==> src/rtl/usb_reg_bridge.sv <==
// rtl/usb_reg_bridge.sv - host byte-stream decoder for multi-byte register access and FIFO streaming
//
// Frame: header {1, wr, addr[5:0]}, length L (0 = 256), then L data bytes on writes.
// Writes assemble a shadow register and commit it atomically; reads snapshot a whole
// register before sending it LSB first; reads of STREAM_ADDR drain up to L FIFO entries.
//
// Ports:
//   clk, reset          clock, synchronous active-low reset
//   rx_data, rx_valid   received byte and its one-cycle strobe
//   tx_data, tx_start   byte to send and its one-cycle request; tx_busy from the transmitter
//   reg_out, reg_wr_stb flat writable register bus and per-register commit pulse
//   reg_in              read-only register sources, same layout as reg_out
//   fifo_empty, fifo_data, fifo_rd_en  ADC FIFO read side (data valid one cycle after rd_en)
//   err_timeout         one-cycle pulse when a stalled command is aborted
//
// Optional feature macro: USB_CMD_TIMEOUT_EN (idle-receive abort after TIMEOUT_CYCLES).

module usb_reg_bridge #(
    parameter int                  NUM_REGS       = 16,
    parameter int                  REG_BYTES      = 4,
    parameter int                  STREAM_ADDR    = 3,
    parameter logic [NUM_REGS-1:0] RO_MASK        = 16'h0004,
    parameter logic [7:0]          PAD_BYTE       = 8'hAC,
    parameter int                  TIMEOUT_CYCLES = 1000000
) (
    input  logic                            clk,
    input  logic                            reset,
    input  logic [7:0]                      rx_data,
    input  logic                            rx_valid,
    output logic [7:0]                      tx_data,
    output logic                            tx_start,
    input  logic                            tx_busy,
    output logic [NUM_REGS*REG_BYTES*8-1:0] reg_out,
    output logic [NUM_REGS-1:0]             reg_wr_stb,
    input  logic [NUM_REGS*REG_BYTES*8-1:0] reg_in,
    input  logic                            fifo_empty,
    input  logic [7:0]                      fifo_data,
    output logic                            fifo_rd_en,
    output logic                            err_timeout
);

    localparam int             RW       = REG_BYTES * 8;
    localparam int             OW       = (REG_BYTES > 1) ? $clog2(REG_BYTES) : 1;
    localparam logic [OW-1:0]  OFF_LAST = OW'(REG_BYTES - 1);
    localparam logic [63:0]    RO_EXT   = 64'(RO_MASK);
    localparam logic [5:0]     STREAM_A = 6'(STREAM_ADDR);

    typedef enum logic [3:0] {
        IDLE, LEN, WR_DATA, RD_LOAD, RD_SEND, RD_WAIT, ST_FETCH, ST_SEND, ST_WAIT
    } state_t;

    state_t        state;
    logic          is_wr;
    logic [5:0]    addr;
    logic [OW-1:0] off;
    logic [8:0]    cnt;
    logic [RW-1:0] shadow;
    logic [RW-1:0] snap;
    logic          popped;
    logic          guard;

    logic          mapped;
    logic          writable;
    logic [5:0]    idx;
    logic [5:0]    addr_next;
    logic          tx_ready;
    int            base;
    int            boff;
    logic [RW-1:0] src_word;
    logic [RW-1:0] wr_word;

    assign mapped    = (int'(addr) < NUM_REGS);
    assign writable  = mapped && !RO_EXT[addr] && (addr != STREAM_A);
    // idx stays in range for unmapped addresses so the part-selects below never overrun
    assign idx       = mapped ? addr : 6'd0;
    assign addr_next = (addr == 6'h3F) ? addr : addr + 6'd1;
    // the transmitter may not have raised busy yet in the two cycles after a start
    assign tx_ready  = !tx_start && !guard && !tx_busy;

    always_comb begin
        base = int'(idx) * RW;
        boff = int'(off) * 8;
    end

    always_comb begin
        src_word = {REG_BYTES{PAD_BYTE}};
        if (mapped) begin
            src_word = RO_EXT[addr] ? reg_in[base +: RW] : reg_out[base +: RW];
        end
    end

    always_comb begin
        wr_word = shadow;
        wr_word[boff +: 8] = rx_data;
    end

`ifdef USB_CMD_TIMEOUT_EN
    localparam int            TW      = $clog2(TIMEOUT_CYCLES) + 1;
    localparam logic [TW-1:0] TO_LAST = TW'(TIMEOUT_CYCLES - 1);
    logic [TW-1:0] tcnt;
    logic          err_q;
    assign err_timeout = err_q;
`else
    assign err_timeout = 1'b0;
`endif

    always_ff @(posedge clk) begin
        if (!reset) begin
            state      <= IDLE;
            is_wr      <= 1'b0;
            addr       <= '0;
            off        <= '0;
            cnt        <= '0;
            shadow     <= '0;
            snap       <= '0;
            popped     <= 1'b0;
            guard      <= 1'b0;
            tx_data    <= '0;
            tx_start   <= 1'b0;
            fifo_rd_en <= 1'b0;
            reg_out    <= '0;
            reg_wr_stb <= '0;
`ifdef USB_CMD_TIMEOUT_EN
            tcnt       <= '0;
            err_q      <= 1'b0;
`endif
        end else begin
            tx_start   <= 1'b0;
            fifo_rd_en <= 1'b0;
            reg_wr_stb <= '0;
            guard      <= tx_start;
            case (state)
                IDLE: begin
                    if (rx_valid && rx_data[7]) begin
                        is_wr <= rx_data[6];
                        addr  <= rx_data[5:0];
                        state <= LEN;
                    end
                end
                LEN: begin
                    if (rx_valid) begin
                        cnt    <= (rx_data == 8'd0) ? 9'd256 : {1'b0, rx_data};
                        off    <= '0;
                        shadow <= '0;
                        if (is_wr)                 state <= WR_DATA;
                        else if (addr == STREAM_A) state <= ST_FETCH;
                        else                       state <= RD_LOAD;
                    end
                end
                WR_DATA: begin
                    if (rx_valid) begin
                        cnt <= cnt - 9'd1;
                        if (off == OFF_LAST) begin
                            // whole register assembled: publish it in a single cycle
                            if (writable) begin
                                reg_out[base +: RW] <= wr_word;
                                reg_wr_stb          <= NUM_REGS'(1) << idx;
                            end
                            off    <= '0;
                            shadow <= '0;
                            addr   <= addr_next;
                        end else begin
                            off    <= off + OW'(1);
                            shadow <= wr_word;
                        end
                        if (cnt == 9'd1) state <= IDLE;
                    end
                end
                RD_LOAD: begin
                    snap  <= src_word;
                    state <= RD_SEND;
                end
                RD_SEND: begin
                    if (!tx_busy) begin
                        tx_data  <= snap[boff +: 8];
                        tx_start <= 1'b1;
                        cnt      <= cnt - 9'd1;
                        if (off == OFF_LAST) begin
                            off  <= '0;
                            addr <= addr_next;
                        end else begin
                            off <= off + OW'(1);
                        end
                        state <= RD_WAIT;
                    end
                end
                RD_WAIT: begin
                    if (tx_ready) begin
                        if (cnt == 9'd0)     state <= IDLE;
                        else if (off == '0)  state <= RD_LOAD;
                        else                 state <= RD_SEND;
                    end
                end
                ST_FETCH: begin
                    fifo_rd_en <= !fifo_empty;
                    popped     <= !fifo_empty;
                    state      <= ST_SEND;
                end
                ST_SEND: begin
                    // while fifo_rd_en is high the popped entry is not on fifo_data yet
                    if (!fifo_rd_en && !tx_busy) begin
                        tx_data  <= popped ? fifo_data : PAD_BYTE;
                        tx_start <= 1'b1;
                        cnt      <= cnt - 9'd1;
                        state    <= ST_WAIT;
                    end
                end
                ST_WAIT: begin
                    if (tx_ready) state <= (cnt == 9'd0) ? IDLE : ST_FETCH;
                end
                default: state <= IDLE;
            endcase
`ifdef USB_CMD_TIMEOUT_EN
            err_q <= 1'b0;
            if (rx_valid || !(state == LEN || state == WR_DATA)) begin
                tcnt <= '0;
            end else if (tcnt == TO_LAST) begin
                state  <= IDLE;
                shadow <= '0;
                err_q  <= 1'b1;
                tcnt   <= '0;
            end else begin
                tcnt <= tcnt + TW'(1);
            end
`endif
        end
    end

endmodule

==> config.mk <==
export PLATFORM = sky130hd
export DESIGN_NAME = usb_reg_bridge
export DESIGN_NICKNAME = d
export VERILOG_FILES = /design/src/rtl/usb_reg_bridge.sv
export SDC_FILE = /design/constraint.sdc
export NUM_CORES = 2
export LEC_CHECK = 0
export BUFFER_PORTS_ARGS = -buffer_cell sky130_fd_sc_hd__clkbuf_2
export CAP_MARGIN = 10
export CELL_PAD_IN_SITES_DETAIL_PLACEMENT = 0
export CELL_PAD_IN_SITES_GLOBAL_PLACEMENT = 1
export CORE_AREA = 4 4 412 414
export CTS_CLUSTER_DIAMETER = 60
export DETAILED_ROUTE_END_ITERATION = 10
export DIE_AREA = 0 0 416 418
export PLACE_DENSITY = 0.48
export RECOVER_POWER = 50
export SETUP_SLACK_MARGIN = 0.02
export SKIP_LAST_GASP = 1
export SLEW_MARGIN = 20
export SYNTH_ARGS = -nofsm -noshare
export SYNTH_HDL_FRONTEND = slang
export SYNTH_SLANG_ARGS = --single-unit
==> constraint.sdc <==
create_clock -name clk -period 4 [get_ports clk]
set_clock_uncertainty 0.2 [all_clocks]
set_input_delay 0.2 -clock clk [delete_from_list [all_inputs] [get_ports clk]]
set_output_delay 0.2 -clock clk [all_outputs]
set_load 0.01 [all_outputs]
==> results.json <==
{
  "dp_hpwl_um": 251000,
  "synthCells": 4524,
  "ir_drop_mv": 0.347,
  "ys_seq_area_frac": 0.369,
  "worstSetupStartpoint": "addr[0]",
  "ys_seq_elements": 627,
  "track_usage": 0.345,
  "cp_top_family": "compound AO/OA/AOI/OAI gates",
  "vias": 43600,
  "avgViaCountPerCell": 5.47,
  "dpl_cell_area_um2": 43900,
  "endpoint_kind": "flop",
  "setup_violations": 0,
  "coreArea_um2": 166000,
  "slowest_delay_ps": 760,
  "final_common_cell": "nand2_1",
  "grt_max_degree": 151,
  "fillers": 18800,
  "drtIter0Drc": 4681,
  "clock-sinks": 627,
  "slew_headroom": -0.280,
  "area_delta_synth_final_pct": 38.7,
  "tightest_slew_ps": 1920,
  "clk_path_buf_depth": 3,
  "grt_setup_unrepaired": "true",
  "worst-path-max-fanout": 27,
  "ant_nets": 0,
  "gp_congestion": 0.960,
  "maxCapViolCount": 2,
  "critPathRequiredTime_ps": 4490,
  "drc": 0,
  "start_kind": "flop",
  "root_buffer": "clkbuf_16",
  "grt_pass1_vias": 41100,
  "hold_start": "reg_in[244]",
  "powerDensity_nw_per_um2": 506,
  "fin_crit_sh": 0.997,
  "power_mw": 23.9,
  "crit_chain": "buf_4, inv_2, a211oi_1, o21ai_0, a31oi_1, o31a_1, dlygate4sd3_1",
  "synth_area_per_cell_um2": 7.53,
  "cts_buffers": 97,
  "htree_levels": 3,
  "finalNetCount": 6232,
  "fin_area_um2": 47200,
  "port_buffers": 1070,
  "crit_slowest_cell": "a211oi_1",
  "drive_above_1_share": 0.228,
  "dieArea_um2": 174000,
  "synth-async-reset-ratio": 0,
  "initial_core_util": 0.205,
  "grt_antenna_before_repair": 32,
  "cp_num_buf_inv": 3,
  "gr-total-overflow": 0,
  "synth_cell_types": 83,
  "drt_pass1_iterations": 6,
  "r2r_start": "addr[0]",
  "layout_common_cells": "749 x nand2_1, 661 x a21oi_1, 622 x dfxtp_1, 559 x clkbuf_1, 531 x clkbuf_2",
  "clkLatencyLatePin_ps": 750,
  "hold_path.class": "input port to flop",
  "chipWidth_um": 416,
  "detail_route.wl_per_cell_um": 39.6,
  "drv_slew": 46,
  "power_leakage_nw": 16.2,
  "cts_tree": "done",
  "clk_pin_slew_ps": 60,
  "synth_edf_count": 0,
  "min_period_ps": 3990,
  "drt_wl_total_um": 316000,
  "synth-main-ff-cell": "dfxtp_1",
  "synth_area_um2": 34100,
  "violations": "capacitance limit, slew limit",
  "die_y_um": 418,
  "critical_path_arrival_ps": 4480,
  "io_pins": 1072,
  "critPathKind": "flop to flop",
  "hold_violations": 0,
  "grt_pass1_wl_um": 406000,
  "rows": 150,
  "finalSetupTns_ps": 0,
  "reg2reg_slack_ps": 10,
  "status": "finished with violations",
  "fmax_ghz": 0.251,
  "yosys_warnings": 0
}
worst reg2reg max path: stages, from the launching register on:
cell           delay (ps)
dfxtp_4               530
buf_4                 530
inv_2                 480
a211oi_1              780
o21ai_0               430
a31oi_1               290
o31a_1                160
dlygate4sd3_1         530
registers in the layout (all words and copies together) (netlist names), named ones only:
signal and flops:
reg_out 512, shadow 32, snap 32, reg_wr_stb 16, cnt 9, tx_data 8
addr 6, state 4, off 2, fifo_rd_en 1, guard 1, is_wr 1
popped 1, tx_start 1
synthesized netlist by cell type, drive strengths merged (43+ instances only):
cell type  instances  share of area
mux2              89          0.029
o221ai            77          0.020
buf              128          0.019
clkbuf           330          0.036
inv               43         0.0047
nand3            115          0.017
nor2             359          0.040
nand2            749          0.083
o22ai            177          0.033
a21oi            663          0.097
o211ai            49          0.011
dfxtp            627           0.37
a22oi             49          0.011
mux2i            156          0.046
nor3              80          0.012
o21ai            343          0.050
routing by layer:
| metal | track usage | share of wire |
|---|---|---|
| met1 | 0.415 | 0.39 |
| met2 | 0.559 | 0.45 |
| met3 | 0.0863 | 0.078 |
| met4 | 0.197 | 0.073 |
| met5 | 0 | 0.00022 |
cell type report:
type / instances / area [um2] / share of cell area
Antenna cell: 10 / 25.0 / 0.000530
Clock inverter: 48 / 644 / 0.0136
Multi-Input combinational cell: 3397 / 19700 / 0.417
Clock buffer: 132 / 2790 / 0.0591
Tap cell: 2204 / 2760 / 0.0584
Sequential cell: 627 / 12600 / 0.266
Inverter: 43 / 171 / 0.00363
Timing Repair Buffer: 1522 / 8600 / 0.182
worst paths after layout:
| kind | endpoint | depth (start not counted) |
|---|---|---|
| max | snap[22] | 7 |
| max reg2reg | snap[22] | 7 |
| min | snap[20] | 5 |
| min reg2reg | reg_out[60] | 2 |
through the flow:
stage / hold slack [ps] / utilization / setup WS [ps] / instances
after CTS: 2.49 / 0.288 / 46.9 / 7973
after detailed placement: 207 / 0.264 / 419 / 7736
after global routing: 46.8 / 0.284 / 2.87 / 7978
after global placement: 195 / 0.264 / 394 / 7735
after floorplan: 77.1 / - / 238 / 4525
final: 33.9 / 0.284 / 13.6 / 7983
repair_timing:
item	4_1_cts	5_1_grt
hold endpoints to repair	113	0
hold buffers	57	0
buffers inserted	0	0
gates resized for setup	0	3
setup endpoints to repair	0	3
cells by family (layout without fill, tap and decap cells):
kind of cell / Yosys count / after routing / synth area share
AOI/OAI and AO/OA: 1589 / 1589 / 0.280
xor gates and xnor gates: 4 / 4 / 0.00103
adders and majority gates: 11 / 11 / 0.00404
buffers and inverters: 501 / 1745 / 0.0596
DFF: 627 / 627 / 0.369
muxes: 265 / 265 / 0.0885
other: 1 / 12 / 0.000110
and+or+nand+nor: 1526 / 1526 / 0.198
where the power goes:
part,switching (mW),internal [mW],leakage (nW)
logic,5.88,2.29,9.51
clock network,3.68,5.56,1.66
registers,0.127,6.35,5.05
total,9.69,14.2,16.2
No activity file was read; power rests on OpenSTA's default activity.
